--- src/rtl/apb_xfer_engine.sv ---
// APB3 master transfer engine: runs one SETUP/ACCESS transfer per command and
// returns read data or failure status as a single-cycle response strobe.
module apb_xfer_engine #(
  parameter int DATA_WIDTH   = 16,
  parameter int ADDR_WIDTH   = 8,
  parameter int SLV_ID_WIDTH = 7,
  parameter int TOTAL_SLAVE  = 4,
  parameter int TIMEOUT      = 255
) (
  input  logic                    clk,
  input  logic                    rst,
  input  logic                    cmd_valid,
  output logic                    cmd_ready,
  input  logic                    cmd_write,
  input  logic [SLV_ID_WIDTH-1:0] cmd_slv_id,
  input  logic [ADDR_WIDTH-1:0]   cmd_addr,
  input  logic [DATA_WIDTH-1:0]   cmd_wdata,
  output logic                    rsp_en,
  output logic [DATA_WIDTH-1:0]   rsp_data,
  output logic [SLV_ID_WIDTH-1:0] rsp_id,
  output logic                    rsp_write,
  output logic [1:0]              rsp_status,
  input  logic                    rsp_full,
  output logic                    pclk,
  output logic [TOTAL_SLAVE-1:0]  psel,
  output logic [ADDR_WIDTH-1:0]   paddr,
  output logic                    pwrite,
  output logic                    penable,
  output logic [DATA_WIDTH-1:0]   pwdata,
  input  logic                    pready,
  input  logic [DATA_WIDTH-1:0]   prdata,
  input  logic                    pslverr
);

  typedef enum logic [1:0] {S_IDLE, S_SETUP, S_ACCESS, S_RESP} state_t;

  localparam logic [1:0] ST_OK      = 2'b00;
  localparam logic [1:0] ST_SLVERR  = 2'b01;
  localparam logic [1:0] ST_TIMEOUT = 2'b10;
  localparam logic [1:0] ST_DECERR  = 2'b11;

  // A zero TIMEOUT still needs a 1-bit counter so the width never collapses.
  localparam int CNT_W = (TIMEOUT > 0) ? $clog2(TIMEOUT + 1) : 1;
  localparam logic [SLV_ID_WIDTH:0] NUM_SLV = (SLV_ID_WIDTH + 1)'(TOTAL_SLAVE);

  state_t                  r_state, w_state_next;
  logic [CNT_W-1:0]        r_cnt, w_cnt_next, w_cnt_inc;
  logic [TOTAL_SLAVE-1:0]  r_psel, w_psel_next, w_sel_onehot;
  logic                    r_penable, w_penable_next;
  logic [ADDR_WIDTH-1:0]   r_paddr, w_paddr_next;
  logic                    r_pwrite, w_pwrite_next;
  logic [DATA_WIDTH-1:0]   r_pwdata, w_pwdata_next;
  logic                    r_rsp_en, w_rsp_en_next;
  logic [DATA_WIDTH-1:0]   r_rsp_data, w_rsp_data_next;
  logic [SLV_ID_WIDTH-1:0] r_rsp_id, w_rsp_id_next;
  logic                    r_rsp_write, w_rsp_write_next;
  logic [1:0]              r_rsp_status, w_rsp_status_next;
  logic                    w_id_valid;
  logic                    w_timeout_hit;

  genvar gi;
  generate
    for (gi = 0; gi < TOTAL_SLAVE; gi++) begin : g_sel
      assign w_sel_onehot[gi] = (cmd_slv_id == SLV_ID_WIDTH'(gi));
    end
  endgenerate

  assign w_id_valid    = ({1'b0, cmd_slv_id} < NUM_SLV);
  // Saturating increment: the counter may stick at its maximum but never wraps.
  assign w_cnt_inc     = (r_cnt == {CNT_W{1'b1}}) ? r_cnt : r_cnt + 1'b1;
  assign w_timeout_hit = (TIMEOUT != 0) && (w_cnt_inc == CNT_W'(TIMEOUT));

  always_comb begin
    w_state_next      = r_state;
    w_cnt_next        = r_cnt;
    w_psel_next       = r_psel;
    w_penable_next    = r_penable;
    w_paddr_next      = r_paddr;
    w_pwrite_next     = r_pwrite;
    w_pwdata_next     = r_pwdata;
    w_rsp_en_next     = 1'b0;
    w_rsp_data_next   = r_rsp_data;
    w_rsp_id_next     = r_rsp_id;
    w_rsp_write_next  = r_rsp_write;
    w_rsp_status_next = r_rsp_status;

    case (r_state)
      S_IDLE: begin
        if (cmd_valid) begin
          w_paddr_next      = cmd_addr;
          w_pwrite_next     = cmd_write;
          w_pwdata_next     = cmd_wdata;
          w_rsp_id_next     = cmd_slv_id;
          w_rsp_write_next  = cmd_write;
          w_rsp_data_next   = '0;
          w_cnt_next        = '0;
          if (w_id_valid) begin
            w_psel_next       = w_sel_onehot;
            w_rsp_status_next = ST_OK;
            w_state_next      = S_SETUP;
          end else begin
            w_rsp_status_next = ST_DECERR;
            w_rsp_en_next     = ~rsp_full;
            w_state_next      = S_RESP;
          end
        end
      end

      S_SETUP: begin
        w_penable_next = 1'b1;
        w_state_next   = S_ACCESS;
      end

      S_ACCESS: begin
        if (pready) begin
          w_psel_next    = '0;
          w_penable_next = 1'b0;
          if (!r_pwrite || pslverr) begin
            w_rsp_status_next = pslverr ? ST_SLVERR : ST_OK;
            w_rsp_data_next   = (!r_pwrite && !pslverr) ? prdata : '0;
            w_rsp_en_next     = ~rsp_full;
            w_state_next      = S_RESP;
          end else begin
            w_state_next = S_IDLE;
          end
        end else begin
          w_cnt_next = w_cnt_inc;
          if (w_timeout_hit) begin
            w_psel_next       = '0;
            w_penable_next    = 1'b0;
            w_rsp_status_next = ST_TIMEOUT;
            w_rsp_data_next   = '0;
            w_state_next      = S_RESP;
          end
        end
      end

      S_RESP: begin
        if (r_rsp_en) begin
          w_state_next = S_IDLE;
        end else begin
          w_rsp_en_next = ~rsp_full;
        end
      end

      default: w_state_next = S_IDLE;
    endcase
  end

  always_ff @(posedge clk or posedge rst) begin
    if (rst) begin
      r_state      <= S_IDLE;
      r_cnt        <= '0;
      r_psel       <= '0;
      r_penable    <= 1'b0;
      r_paddr      <= '0;
      r_pwrite     <= 1'b0;
      r_pwdata     <= '0;
      r_rsp_en     <= 1'b0;
      r_rsp_data   <= '0;
      r_rsp_id     <= '0;
      r_rsp_write  <= 1'b0;
      r_rsp_status <= '0;
    end else begin
      r_state      <= w_state_next;
      r_cnt        <= w_cnt_next;
      r_psel       <= w_psel_next;
      r_penable    <= w_penable_next;
      r_paddr      <= w_paddr_next;
      r_pwrite     <= w_pwrite_next;
      r_pwdata     <= w_pwdata_next;
      r_rsp_en     <= w_rsp_en_next;
      r_rsp_data   <= w_rsp_data_next;
      r_rsp_id     <= w_rsp_id_next;
      r_rsp_write  <= w_rsp_write_next;
      r_rsp_status <= w_rsp_status_next;
    end
  end

  assign pclk       = clk;
  assign cmd_ready  = (r_state == S_IDLE);
  assign psel       = r_psel;
  assign penable    = r_penable;
  assign paddr      = r_paddr;
  assign pwrite     = r_pwrite;
  assign pwdata     = r_pwdata;
  assign rsp_en     = r_rsp_en;
  assign rsp_data   = r_rsp_data;
  assign rsp_id     = r_rsp_id;
  assign rsp_write  = r_rsp_write;
  assign rsp_status = r_rsp_status;

endmodule

--- config.mk ---
export PLATFORM = sky130hd
export DESIGN_NAME = apb_xfer_engine
export DESIGN_NICKNAME = d
export VERILOG_FILES = /design/src/rtl/apb_xfer_engine.sv
export SDC_FILE = /design/constraint.sdc
export NUM_CORES = 1
export LEC_CHECK = 0
export CAP_MARGIN = 40
export CORE_AREA = 2 2 67 133
export CTS_BUF_LIST = sky130_fd_sc_hd__clkbuf_2 sky130_fd_sc_hd__clkbuf_4 sky130_fd_sc_hd__clkbuf_8
export DETAILED_ROUTE_END_ITERATION = 10
export DIE_AREA = 0 0 69 135
export HOLD_SLACK_MARGIN = 0.08
export PLACE_DENSITY = 0.68
export SYNTH_ARGS = -nofsm -noshare
export SYNTH_HDL_FRONTEND = slang
export SYNTH_SLANG_ARGS = --single-unit
export TNS_END_PERCENT = 10
--- constraint.sdc ---
create_clock -name clk -period 2.1 [get_ports clk]
set_input_delay 0.42 -clock clk [delete_from_list [all_inputs] [get_ports clk]]
set_output_delay 0.42 -clock clk [all_outputs]
set_load 0.005 [all_outputs]
* Yosys cells after proc, flatten, opt, wreduce, memory -nomap -nowiden
Cells that the tools add are included.
Operators by class: add/subtract/negate cells 1, $lt $le $gt $ge 1, bitwise logic cells 1, multiplexer cells 38, equality and inequality tests 14, reduce and logical (&&, ||, !) cells 14
Operators by type and width (count):
- $mux 16 | 5
- $pmux 16 s2 | 1
- $mux 8 | 3
- $mux 2 | 11
- $eq 8x8->1 const B | 2
- $mux 4 | 4
- $pmux 8 s2 | 1
- $eq 7x2->1 const B | 2
- $add 8x1->8 const B | 1
- $mux 1 | 8
- $pmux 2 s4 | 1
- $pmux 4 s2 | 1
- $reduce_and 4->1 | 2
- $eq 7x1->1 const B | 1
- $logic_not 7->1 | 1
- $lt 7x3->1 const B | 1
- $ne 2x2->1 const B | 3
- $ne 3x3->1 const B | 2
- $reduce_and 3->1 | 2
- $eq 2x2->1 const B | 2
- $pmux 2 s2 | 1
- $reduce_and 2->1 | 2
- $reduce_bool 2->1 | 2
- $pmux 1 s3 | 1
- other kinds (8) | 9
Word-level totals: output and inout bits 59, input bits 54, logic and storage cells 80, flip-flop bits (word level) 66

* Longest topological paths before layout
depth after elaboration 6, mapped depth 9, mapped depth without buffers 7

==> flow_summary.toml <==
[floorplanning]
die_y_um = 135
core_area_um2 = 8230
rows = 47
io_pins = 113
die_w_um = 69
die_area_um2 = 9320
initial_core_util_pct = 34.5

[place]
place_congestion = 0.927
dp_hpwl_um = 6070
dpl.cell_count = 510
dp_slack_ps = -156
placement.io_buffers = 112

[power_and_ir_drop]
clkPwrFrac_pct = 21.9
pwr-share-seq_pct = 36.2
irDropWorstVdd_v = 0.000647
intPower_uw = 3970
power.density_nw_per_um2 = 1270
switching_power_uw = 1840
comb_power_share_pct = 41.9
sw_frac_of_total_pct = 31.7
power_leakage_uw = 0.00215

[logic_synthesis]
synth_nets = 348
ys_seq_elements = 66
yosysTopAreaCell = "dfrtp_1"
netlist_area_um2 = 2840
synth_top_family_by_area = "simple AND/OR/NAND/NOR gates"
synth_warnings = 0
avgSynthCellArea_um2 = 9.68
ys_seq_area_share_pct = 58.2
synth_compound_area_share_pct = 13.5
synthArstFlopShare_pct = 100
synthTopCellsByArea = "dfrtp_1 58%, nand2_1 13%, a22o_1 5.6%"
yosysMostFrequentCell = "nand2_1"
dominantRegCellSynth = "dfrtp_1"
syn_inst = 293
synth_mux_area_share_pct = 1.10
synth_common_cells = "102 x nand2_1, 66 x dfrtp_1, 18 x a22o_1"
synth_xor_area_share_pct = 0
synthDistinctLibCells = 39
synth_adder_area_share_pct = 0.441
synth.top_cell.area_share_pct = 58.2
synth-simple-area-share_pct = 23.1
synth_edf_count = 0

[critical_path]
worstPathMaxFanout = 8
worst-setup-path-type = "reg2reg"
cp-start-kind = "flip-flop"
arrival_ps = 2580
cp.required_ps = 2460
crit_path_end_kind = "flip-flop"

[final_layout]
num-fill-cells = 739
drive_above_1_share_pct = 15.2
diodes = 0
area_delta_synth_final_pct = 60.7
layout.nets = 484
final_util_pct = 55.4
finalNonFillerCells = 532

[timing]
min_period_ps = 2220
hold_ws_ps = 395
max-slew-margin-rel_pct = 75.8
fin_worst_skew_ps = 10.9
fin_ws_ps = -122
rsz0062_at_grt = "true"
drv_slew = 0
tightest_slew_ps = 362
hold_viol_final = 0
fin_crit_sh_pct = 106
fmax_mhz = 450
setup_viol = 22

[worst_hold_path]
min-delay-path-class = "in2async"

[global_route]
grt-ovfl-total = 0
antenna_found_initial = 0
grt_pass1_wl_um = 13600
track_usage_pct = 18.9
first_global_vias = 2816
grt_start_max_net_pins = 67

[outcome]
violations = "negative setup slack"
status = "complete, but fails checks"

[route]
drt-total-wl_um = 8280
drtAntennaViolNets = 0
viasPerCell = 4.98
dr.pass1.iters = 4
wl_per_cell_um = 15.6
route.detailed.drc = 0
drt_first_iter_violations = 106
vias = 2647

[run]
cap_violations = 0

[clock_tree]
cts.clk_slew.worst_paths_ps = 80
cts_tree = "yes"
clk_latency_ps = 460
placed cells by master (no fill, tap or decap), drive strengths merged, types with 2 or more instances in the layout:
| master | instances |
|---|---|
| nor4b | 2 |
| a21o | 2 |
| clkbuf | 14 |
| buf | 28 |
| nand3 | 8 |
| nand2 | 102 |
| nand4 | 4 |
| and2 | 2 |
| and4 | 3 |
| o2bb2ai | 2 |
| nor2b | 3 |
| nor3 | 5 |
| a22o | 18 |
| o21ai | 10 |
| nor2 | 10 |
| a21oi | 10 |
| or2 | 2 |
| nand2b | 4 |
| a31oi | 3 |
| clkinv | 2 |
| inv | 4 |
| and3 | 2 |
| mux2i | 2 |
| dfrtp | 66 |
| clkdlybuf4s50 | 110 |
| clkinvlp | 3 |
per-layer routing:
metal  GRT usage, %  vias to the layer above  wire length [um]
met5              0                        -                 0
met4           13.4                        0               318
met3           5.67                       21               415
met2           32.2                       76              4630
met1           19.7                     1280              2920
li1               -                     1270                 -
power by group through the flow:
stage / logic, uW / registers, uW / clock network [uW]
after global placement: 2290 / 2100 / 40.1
after floorplan: 920 / 2110 / 30.9
final: 2440 / 2100 / 1270
after global routing: 2660 / 2170 / 1360
after CTS: 2400 / 2110 / 1310
after detailed placement: 2340 / 2120 / 40.1
flip-flops by register name, indices dropped and copies added (netlist names), 2 cells and up:
name	count
rsp_data	16
r_cnt	8
paddr	8
psel	4
r_state	2
rsp_status	2
rsp_id	7
pwdata	16
worst paths after layout:
path	from	to	slack [ps]	cells past startpoint
max	r_cnt[0]$_DFFE_PP0P_	rsp_data[6]$_DFFE_PP0P_	-120	8
min	rst	rsp_id[4]$_DFFE_PP0P_	400	3
max reg2reg	r_cnt[0]$_DFFE_PP0P_	rsp_data[6]$_DFFE_PP0P_	-120	8
min reg2reg	pwdata[7]$_DFFE_PP0P_	pwdata[7]$_DFFE_PP0P_	480	2
max in group asynchronous	rst	penable$_DFFE_PP0P_	1410	3
min in group clk	pwdata[7]$_DFFE_PP0P_	pwdata[7]$_DFFE_PP0P_	480	2
through the flow:
step | setup TNS [ps] | cell area (um2) | power (uW)
global placement | -279 | 4240 | 4430
floorplan | -339 | 2870 | 3060
global route | -3160 | 4560 | 6190
detailed placement | -997 | 4240 | 4500
CTS | -1100 | 4510 | 5810
finish | -1840 | 4560 | 5810
critical path, cell delays in order (launching register included):
cell       delay [ps]
dfrtp_2           440
ha_4              270
nor2b_4           160
a32oi_1           110
a311o_1           370
nor3_4            250
a21oi_4           130
clkbuf_16         180
a22o_1            220
final cells by class:
class                      instances  area, um2  share of cell area, %
clock inverter                     7       76.3                   1.67
sequential                        66       1650                   36.3
clock buffer                      13        179                   3.92
timing repair buffer             140       1370                   30.1
tap                               98        123                   2.69
multi-input combinational        205       1140                   25.0
inverter                           3       15.0                  0.329
cells by family after synthesis:
kind of cell	after synthesis
muxes	3
buffers and inverters	22
DFF	66
AOI/OAI and AO/OA	53
and+or+nand+nor	148
adders and majority gates	1
repair_timing:
action,CTS,global route
cloned,0,1
buffers inserted,1,1
hold buffers,0,0
setup endpoints to repair,23,23
pin swaps,10,12
resized for setup,2,3
(Power assumes the default switching activity.)
